===== src/rtl/hazard_ctrl_pkg.sv =====
// Shared definitions for the pipeline hazard sequencer.
//   - forwarding select encodings (fwd_a / fwd_b)
//   - PC mux select encodings (pc_sel)
//   - sequencer state encoding (3-bit)
package hazard_ctrl_pkg;

  localparam logic [1:0] FWD_REG = 2'd0;  // operand from register file
  localparam logic [1:0] FWD_EX  = 2'd1;  // operand from EX result
  localparam logic [1:0] FWD_WB  = 2'd2;  // operand from MW result

  localparam logic [1:0] PCSEL_PLUS4 = 2'd0;
  localparam logic [1:0] PCSEL_TGT   = 2'd1;
  localparam logic [1:0] PCSEL_RST   = 2'd2;

  typedef enum logic [2:0] {
    ST_RESET   = 3'd0,
    ST_RUN     = 3'd1,
    ST_LDSTALL = 3'd2,
    ST_FLUSH   = 3'd3,
    ST_MWAIT   = 3'd4
  } state_e;

endpackage


===== src/rtl/hazard_fwd_unit.sv =====
// Combinational hit detection and forward select for one source operand.
// Ports:
//   rs, use_rs          - operand register index and "instruction reads it"
//   ex_valid, ex_rd,
//   ex_regwen           - writeback info of the EX-stage instruction
//   wb_rd, wb_regwen    - writeback info of the MW-stage instruction
//   ex_hit, wb_hit      - operand matches the EX / MW destination
//   fwd                 - FWD_REG / FWD_EX / FWD_WB (EX wins over MW)
module hazard_fwd_unit
  import hazard_ctrl_pkg::*;
(
  input  logic [4:0] rs,
  input  logic       use_rs,
  input  logic       ex_valid,
  input  logic [4:0] ex_rd,
  input  logic       ex_regwen,
  input  logic [4:0] wb_rd,
  input  logic       wb_regwen,
  output logic       ex_hit,
  output logic       wb_hit,
  output logic [1:0] fwd
);

  // x0 is hardwired zero, so it never matches anything.
  assign ex_hit = use_rs && (rs != 5'd0) && ex_valid && ex_regwen && (ex_rd == rs);
  assign wb_hit = use_rs && (rs != 5'd0) && wb_regwen && (wb_rd == rs);

  always_comb begin
    fwd = FWD_REG;
    if (ex_hit) begin
      fwd = FWD_EX;
    end else if (wb_hit) begin
      fwd = FWD_WB;
    end
  end

endmodule


===== src/rtl/hazard_ctrl.sv =====
// Pipeline sequencer for the 3-stage (ID, EX, MW) RV32I core.
// Produces operand forwarding selects, stall/flush/bubble strobes and the
// PC mux select; sequences load-use latency, taken redirects and data-memory
// waits; counts bubble cycles for a perf CSR.
// Ports:
//   clk, rst                        - clock, async active-high reset
//   id_rs1/rs2, id_use_rs1/rs2      - ID operand usage
//   ex_valid, ex_rd, ex_regwen,
//   ex_is_load, ex_redirect         - EX instruction info
//   mem_req, mem_ready              - data-memory handshake: an access issued
//                                     with mem_req completes in the cycle
//                                     mem_ready is high; until then the pipe
//                                     is frozen
//   wb_rd, wb_regwen                - MW instruction writeback info
//   cnt_clr                         - synchronous clear of bubble_cnt
//   fwd_a, fwd_b                    - operand sources
//   stall_pc, stall_id, stall_ex,
//   bubble_ex, flush_id, pc_sel     - pipeline control
//   bubble_cnt                      - cycles with stall_pc or bubble_ex
//   dbg_state                       - current sequencer state
// Control outputs are combinational from state and inputs so that a hazard
// seen this cycle stalls this cycle; the state register is reset
// asynchronously, so reset values appear as soon as rst rises.
module hazard_ctrl
  import hazard_ctrl_pkg::*;
#(
  parameter int LOAD_LAT = 1,
  parameter int CNT_W    = 32
) (
  input  logic             clk,
  input  logic             rst,
  input  logic [4:0]       id_rs1,
  input  logic [4:0]       id_rs2,
  input  logic             id_use_rs1,
  input  logic             id_use_rs2,
  input  logic             ex_valid,
  input  logic [4:0]       ex_rd,
  input  logic             ex_regwen,
  input  logic             ex_is_load,
  input  logic             ex_redirect,
  input  logic             mem_req,
  input  logic             mem_ready,
  input  logic [4:0]       wb_rd,
  input  logic             wb_regwen,
  input  logic             cnt_clr,
  output logic [1:0]       fwd_a,
  output logic [1:0]       fwd_b,
  output logic             stall_pc,
  output logic             stall_id,
  output logic             stall_ex,
  output logic             bubble_ex,
  output logic             flush_id,
  output logic [1:0]       pc_sel,
  output logic [CNT_W-1:0] bubble_cnt,
  output logic [2:0]       dbg_state
);

  localparam logic [2:0] LD_INIT = 3'(LOAD_LAT - 1);

  state_e           state_q, state_d;
  logic [2:0]       ld_cnt_q, ld_cnt_d;
  logic [CNT_W-1:0] bubble_cnt_q, bubble_cnt_d;

  logic       a_ex_hit, a_wb_hit, b_ex_hit, b_wb_hit;
  logic [1:0] a_fwd_raw, b_fwd_raw;
  logic       load_hit;

  hazard_fwd_unit u_fwd_a (
    .rs        (id_rs1),
    .use_rs    (id_use_rs1),
    .ex_valid  (ex_valid),
    .ex_rd     (ex_rd),
    .ex_regwen (ex_regwen),
    .wb_rd     (wb_rd),
    .wb_regwen (wb_regwen),
    .ex_hit    (a_ex_hit),
    .wb_hit    (a_wb_hit),
    .fwd       (a_fwd_raw)
  );

  hazard_fwd_unit u_fwd_b (
    .rs        (id_rs2),
    .use_rs    (id_use_rs2),
    .ex_valid  (ex_valid),
    .ex_rd     (ex_rd),
    .ex_regwen (ex_regwen),
    .wb_rd     (wb_rd),
    .wb_regwen (wb_regwen),
    .ex_hit    (b_ex_hit),
    .wb_hit    (b_wb_hit),
    .fwd       (b_fwd_raw)
  );

  // MW hits only matter for the select, which the sub-unit already encodes.
  logic unused_wb_hits;
  assign unused_wb_hits = a_wb_hit ^ b_wb_hit;

  assign load_hit = ex_is_load && (a_ex_hit || b_ex_hit);

  always_comb begin
    state_d   = state_q;
    ld_cnt_d  = ld_cnt_q;
    fwd_a     = a_fwd_raw;
    fwd_b     = b_fwd_raw;
    stall_pc  = 1'b0;
    stall_id  = 1'b0;
    stall_ex  = 1'b0;
    bubble_ex = 1'b0;
    flush_id  = 1'b0;
    pc_sel    = PCSEL_PLUS4;

    case (state_q)
      ST_RESET: begin
        pc_sel    = PCSEL_RST;
        flush_id  = 1'b1;
        bubble_ex = 1'b1;
        fwd_a     = FWD_REG;
        fwd_b     = FWD_REG;
        state_d   = ST_RUN;
      end

      ST_RUN: begin
        // A load result is not yet available in EX; don't forward garbage.
        if (a_ex_hit && ex_is_load) fwd_a = FWD_REG;
        if (b_ex_hit && ex_is_load) fwd_b = FWD_REG;

        if (mem_req && !mem_ready) begin
          stall_pc = 1'b1;
          stall_id = 1'b1;
          stall_ex = 1'b1;
          state_d  = ST_MWAIT;
        end else if (ex_redirect) begin
          // Redirect outranks load-use: the ID instruction is being killed.
          pc_sel   = PCSEL_TGT;
          flush_id = 1'b1;
          state_d  = ST_FLUSH;
        end else if (load_hit) begin
          stall_pc  = 1'b1;
          stall_id  = 1'b1;
          bubble_ex = 1'b1;
          ld_cnt_d  = LD_INIT;
          state_d   = (LOAD_LAT > 1) ? ST_LDSTALL : ST_RUN;
        end
      end

      ST_LDSTALL: begin
        stall_pc  = 1'b1;
        stall_id  = 1'b1;
        bubble_ex = 1'b1;
        ld_cnt_d  = ld_cnt_q - 3'd1;
        // <= guards against a stray zero count locking the pipe.
        if (ld_cnt_q <= 3'd1) begin
          state_d = ST_RUN;
        end
      end

      ST_FLUSH: begin
        // Kill the stale instruction returned by the synchronous fetch.
        bubble_ex = 1'b1;
        flush_id  = 1'b1;
        state_d   = ST_RUN;
      end

      ST_MWAIT: begin
        if (mem_ready) begin
          state_d = ST_RUN;
        end else begin
          stall_pc = 1'b1;
          stall_id = 1'b1;
          stall_ex = 1'b1;
        end
      end

      default: begin
        state_d = ST_RESET;
      end
    endcase

    bubble_cnt_d = bubble_cnt_q;
    if (cnt_clr) begin
      bubble_cnt_d = '0;
    end else if ((stall_pc || bubble_ex) && (state_q != ST_RESET)) begin
      bubble_cnt_d = bubble_cnt_q + CNT_W'(1);
    end
  end

  always_ff @(posedge clk or posedge rst) begin
    if (rst) begin
      state_q      <= ST_RESET;
      ld_cnt_q     <= 3'd0;
      bubble_cnt_q <= '0;
    end else begin
      state_q      <= state_d;
      ld_cnt_q     <= ld_cnt_d;
      bubble_cnt_q <= bubble_cnt_d;
    end
  end

  assign bubble_cnt = bubble_cnt_q;
  assign dbg_state  = state_q;

endmodule

===== config.mk =====
export PLATFORM = sky130hd
export DESIGN_NAME = hazard_ctrl
export DESIGN_NICKNAME = d
export VERILOG_FILES = /design/src/rtl/hazard_ctrl_pkg.sv /design/src/rtl/hazard_fwd_unit.sv /design/src/rtl/hazard_ctrl.sv
export SDC_FILE = /design/constraint.sdc
export NUM_CORES = 1
export LEC_CHECK = 0
export CAP_MARGIN = 40
export CORE_ASPECT_RATIO = 1.1
export CORE_MARGIN = 1
export CORE_UTILIZATION = 50
export DETAILED_ROUTE_END_ITERATION = 7
export PLACE_DENSITY = 0.82
export SKIP_LAST_GASP = 1
export SYNTH_ARGS = -nofsm -noshare
export SYNTH_HDL_FRONTEND = slang
export SYNTH_HIERARCHICAL = 1
export SYNTH_SLANG_ARGS = --single-unit

===== constraint.sdc =====
create_clock -name clk -period 3.6 [get_ports clk]
set_input_delay 0.72 -clock clk [delete_from_list [all_inputs] [get_ports clk]]
set_output_delay 0.72 -clock clk [all_outputs]
set_load 0.01 [all_outputs]

==> results of run 1 <==
[power by group]
part           switching [uW]  total, uW  leakage [uW]  internal [uW]
clock network             150        371     0.0000573            222
logic                     236        473      0.000842            237
registers                59.3        525      0.000519            465
[sequential cells by signal, indices dropped and copies added, names as in the netlist]
name	cells
bubble_cnt	32
ld_cnt_q	3
dbg_state	3
[worst max-delay path, cell delays in order]
cell,delay [ns]
clkdlybuf4s50_1,0.46
buf_4,0.16
nor3_1,0.19
nand2_1,0.11
nor4b_4,0.14
buf_4,0.14
nor3b_1,0.19
nor2b_1,0.16
clkdlybuf4s50_1,0.54
[area by class of cell]
class	count	share of cell area [%]
clock buffers	6	2.34
inverters	13	1.39
well taps	56	1.99
multi-input cells	219	40.7
repair buffers	95	25.7
clock inverters	1	0.853
flip-flops and latches	38	27.0
[stage by stage]
step           util (%)  setup WS (ns)  TNS [ns]
4_1_cts            74.5        0.00285         0
3_3_place_gp       72.2        0.00966         0
5_1_grt            74.7        -0.0643   -0.0643
3_5_place_dp       72.2        -0.0706    -0.204
2_1_floorplan         -          0.795         0
6_report           74.7         0.0724         0
[per-layer routing]
layer / vias up / wire (um)
met4: 0 / 75
met5: - / 0
met1: 1141 / 2770
li1: 1180 / -
met2: 75 / 3050
met3: 7 / 399
[cells in the final DEF (no fill, tap or decap), drive strengths merged, types with 4 or more instances in the layout]
cell and instances:
a21oi 25, buf 18, clkbuf 6, clkdlybuf4s50 73, dfrtp 38, inv 13
nand2 18, nand3 13, nand4 9, nor2 23, nor2b 10, nor3 8
o2111ai 5, o211ai 7, o21ai 18, o31ai 4, or3 15, or4 4
xnor2 19, xor2 14
[worst paths after layout]
| kind | start | to | slack [ns] | depth (start not counted) |
|---|---|---|---|---|
| max in group asynchronous | rst | bubble_cnt[7]$_DFFE_PP0P_ | 2.42 | 3 |
| worst min register to register | bubble_cnt[31]$_DFFE_PP0P_ | bubble_cnt[31]$_DFFE_PP0P_ | 0.56 | 2 |
| worst min-delay path | bubble_cnt[31]$_DFFE_PP0P_ | bubble_cnt[31]$_DFFE_PP0P_ | 0.56 | 2 |
| worst max register to register | dbg_state[0]$_DFFE_PP0P_ | bubble_cnt[20]$_DFFE_PP0P_ | 1.31 | 7 |
| worst max-delay path | id_rs2[0] | fwd_b[1] | 0.07 | 9 |
| min in group asynchronous | rst | dbg_state[1]$_DFFE_PP0P_ | 0.84 | 3 |
[timing repair]
item                       CTS  global route
setup endpoints to repair    3             4
pin swaps                    1             2
gates resized for setup      3             4
==> impl_metrics.py, run 1 <==
metrics = {
    "sta": {
        "slew_headroom_pct": 61.3,
        "min_period_ns": 3.53,
        "max_freq_mhz": 283,
        "timing.final.crit_share_pct": 98.0,
        "finalHoldViolCount": 0,
        "rsz0062_at_grt": "true",
        "finClkSkew_ns": 0.00731,
        "worst_pin_slew_ns": 0.579,
        "setup_viol_count_final": 0,
        "report.final.slew_viol_count": 0,
        "hold_slack_ns": 0.560,
    },
    "layout": {
        "n_antenna_cell": 0,
        "multi_input_area_sq_um": 1440,
        "fillers": 373,
        "final_cells": 428,
        "regArea_sq_um": 951,
        "fin_nets": 407,
        "final_area_sq_um": 3520,
        "drive_above_1_share_pct": 8.87,
        "area_growth_pct": 40.6,
    },
    "route": {
        "drc": 0,
        "ant_nets": 0,
        "vias": 2403,
        "wl_per_cell_um": 14.7,
        "via_per_inst": 5.61,
        "routed_wl_um": 6290,
        "drtIter0Drc": 143,
        "first_pass_iters": 4,
    },
    "clocking": {
        "clock_latency_ns": 0.30,
        "hold_buffers": 0,
        "clock_path_buffers": 2,
        "cts_root_buf": "clkbuf_8",
        "cts.sinks": 38,
        "cts_tree": "done",
        "cts_buffers": 5,
        "clk_pin_slew_ns": 0.07,
        "htreeDepth": 2,
        "cts_setup_buffers": 0,
    },
    "worst_hold_path": {
        "min_path_type": "register to register",
    },
    "die": {
        "die_w_um": 69.5,
        "start_util_pct": 53.1,
        "fp.dieArea_sq_um": 5300,
        "fp.dieH_um": 76.2,
        "num_rows": 26,
        "ios": 78,
        "core_area_sq_um": 4720,
    },
    "pwr": {
        "ir_drop_v": 0.000203,
        "p_leak_uw": 0.00142,
        "finalPower_uw": 1370,
        "power_density_nw_per_um2": 389,
    },
    "placement": {
        "dp_hpwl_um": 4650,
        "gp_congestion": 0.840,
        "dp_cells": 421,
        "placed_area_sq_um": 3410,
        "port_buffers": 77,
    },
    "setup_path": {
        "start_kind": "input pin",
        "end_kind": "primary output",
        "crit_required_ns": 2.88,
        "cp_max_fo": 3,
        "critPathKind": "input pin to primary output",
        "worstPathArrival_ns": 2.81,
    },
    "logic_synthesis": {
        "syn_nets": 320,
        "synth_cells": 285,
        "synth.cell_area_sq_um": 2500,
        "synth.avg_cell_area_sq_um": 8.79,
        "yosys_warnings": 6,
    },
    "global_routing": {
        "grt_pass1_wl_um": 10800,
        "globalRoute.busiestLayer": "met2",
        "met1_usage_pct": 33.9,
        "grt_pass1_vias": 2364,
        "antenna_found_initial": 0,
        "grt_max_degree": 39,
        "met3_usage_pct": 4.76,
        "grt_use_total_pct": 25.1,
        "use_met2_pct": 41.2,
        "grt-ovfl-total": 0,
    },
    "job": {
        "maxCapViolations": 0,
    },
    "status": {
        "status": "finished, final reports clean",
    },
}
No activity file was read; power rests on OpenSTA's default activity.
==> run 2, diff against run 1 <==
Clock period 3.6 ns to 4.1 ns, I/O delays scaled along.
==> run 2 against run 1 <==
Via count fell by 1.2%. Sequential power fell by 13%. Non-clock buffer count fell by 10. Register-to-register slack improved by 0.54 ns. Largest cell class unchanged. Worst hold slack improved by 0.00064 ns. Core utilization fell by 2.1 points. Highest routed layer unchanged. Power fell by 17%.
==> impl_metrics.py, run 2 (synthesized netlist as in run 1, its figures left out) <==
metrics = {
    "status": {
        "status": "finished, final reports clean",
    },
    "setup_path": {
        "start_kind": "input pin",
        "cpMaxStageDelayCell": "clkdlybuf4s50_1",
        "crit_required_ns": 3.28,
        "worstPathArrival_ns": 3.18,
        "critPathKind": "input pin to primary output",
        "end_kind": "primary output",
        "critPathBufInv": 2,
        "crit_chain": "clkdlybuf4s50_1 -> xnor2_1 -> nand4_1 -> nor4b_4 -> nor2_1 -> nor2_1 -> nand3_1 -> a21oi_1 -> clkdlybuf4s50_1",
        "crit_family": "buffers and inverters",
        "rrSetupSlack_ns": 1.85,
        "cp_max_fo": 3,
        "max_stage_delay_ns": 0.55,
    },
    "global_routing": {
        "antenna_found_initial": 0,
        "grt_max_degree": 39,
        "grt_pass1_vias": 2258,
        "grt_pass1_wl_um": 10400,
        "grt-ovfl-total": 0,
        "grt_use_total_pct": 23.8,
    },
    "pwr": {
        "sequentialPowerShare_pct": 40.5,
        "p_leak_uw": 0.00133,
        "intPower_uw": 754,
        "switching_share_pct": 33.3,
        "power.switching_uw": 377,
        "clock_power_share_pct": 23.0,
        "comb_power_share_pct": 36.5,
        "ir_drop_v": 0.000311,
        "power_density_nw_per_um2": 331,
    },
    "die": {
        "num_rows": 26,
        "fp.dieH_um": 76.2,
        "start_util_pct": 53.1,
        "die_w_um": 69.5,
        "ios": 78,
        "core_area_sq_um": 4720,
        "fp.dieArea_sq_um": 5300,
    },
    "layout": {
        "n_antenna_cell": 0,
        "drive_above_1_share_pct": 6.06,
        "area_growth_pct": 36.7,
        "utilization_pct": 72.6,
        "mostFrequentLayoutCells": "clkdlybuf4s50_1, dfrtp_1, a21oi_1, nor2_1, xnor2_1",
        "fin_nets": 397,
        "largest_reg_flops": 32,
        "layout_commonest_cell": "clkdlybuf4s50_1",
    },
    "clocking": {
        "cts_buffers": 5,
        "postCtsResizedCells": 0,
        "htreeDepth": 2,
        "cts_tree": "done",
        "cts.sinks": 38,
        "hold_buffers": 0,
        "clock_path_buffers": 2,
        "clk_pin_slew_ns": 0.07,
        "clock_latency_ns": 0.28,
        "cts_root_buf": "clkbuf_8",
        "cts_setup_buffers": 0,
    },
    "route": {
        "drtIter0Drc": 100,
        "wl_per_cell_um": 14.3,
        "vias": 2375,
        "via_per_inst": 5.67,
        "ant_nets": 0,
        "first_pass_iters": 4,
        "routed_wl_um": 6010,
        "drc": 0,
    },
    "sta": {
        "worst_pin_slew_ns": 0.680,
        "max_freq_mhz": 250,
        "report.final.slew_viol_count": 0,
        "min_period_ns": 4.00,
        "slew_headroom_pct": 54.5,
        "timing.final.crit_share_pct": 97.5,
        "finalHoldViolCount": 0,
        "setup_viol_count_final": 0,
        "rsz0062_at_grt": "false",
        "finClkSkew_ns": 0.00807,
        "setup_tns_ns": 0,
    },
    "placement": {
        "port_buffers": 77,
        "dp_hpwl_um": 4450,
        "gp_congestion": 0.830,
    },
    "job": {
        "maxCapViolations": 0,
    },
    "worst_hold_path": {
        "min_path_type": "register to register",
    },
}
==> run 2: cell types whose count changed in the layout (fill, tap and decap cells not counted), sizes merged <==
| cell | delta |
|---|---|
| buf | -10 |
| clkdlybuf4s50 | +4 |
| dlygate4sd2 | -3 |
| bufinv | -1 |
| clkbuf | +1 |
| clkinv | +1 |
| dlymetal6s2s | -1 |
==> run 2: worst paths after layout <==
kind	from	to	cells after the start
setup reg to reg	dbg_state[0]$_DFFE_PP0P_	bubble_cnt[20]$_DFFE_PP0P_	7
hold / removal	bubble_cnt[31]$_DFFE_PP0P_	bubble_cnt[31]$_DFFE_PP0P_	2
min in group asynchronous	rst	dbg_state[1]$_DFFE_PP0P_	3
setup / recovery	id_rs1[1]	bubble_ex	9
hold reg to reg	bubble_cnt[31]$_DFFE_PP0P_	bubble_cnt[31]$_DFFE_PP0P_	2
max in group asynchronous	rst	bubble_cnt[9]$_DFFE_PP0P_	3
==> run 2: area by class of cell <==
cell class                      count  area [sq um]
Timing Repair Buffer               85           831
Tap cell                           56          70.1
Inverter                           13          48.8
Clock buffer                        7          86.3
Sequential cell                    38           951
Fill cell                         364          1290
Clock inverter                      1          5.00
Multi-Input combinational cell    219          1430
==> run 2: per-layer routing <==
metal	GRT usage [%]	part of all wire (%)	vias up
li1	-	-	1166
met1	32.5	47	1127
met2	39.0	47	76
met3	4.23	5.7	6
met4	5.92	1.0	0
met5	0	0	-
==> run 2: stage by stage <==
step                      cell area, sq um  std cells  total power (uW)  hold slack, ns  worst slack [ns]
after floorplan                       2500        285               697           0.520              1.10
after global placement                3330        411               871           0.540             0.194
after detailed placement              3330        411               882           0.551             0.130
after CTS                             3420        419              1140           0.560             0.121
after global routing                  3420        419              1210           0.591            0.0205
final                                 3420        419              1130           0.560             0.103
==> run 2: power groups by stage <==
stage / clock network, uW / registers [uW] / logic [uW]
floorplan: 0 / 453 / 244
global placement: 0 / 464 / 407
detailed placement: 0 / 467 / 415
CTS: 264 / 459 / 416
global route: 282 / 469 / 456
finish: 260 / 459 / 413
==> run 2: tightest hold or removal path: stages, from the launching register on <==
cell	delay (ns)
dfrtp_1	0.39
o31ai_1	0.07
a21oi_1	0.06
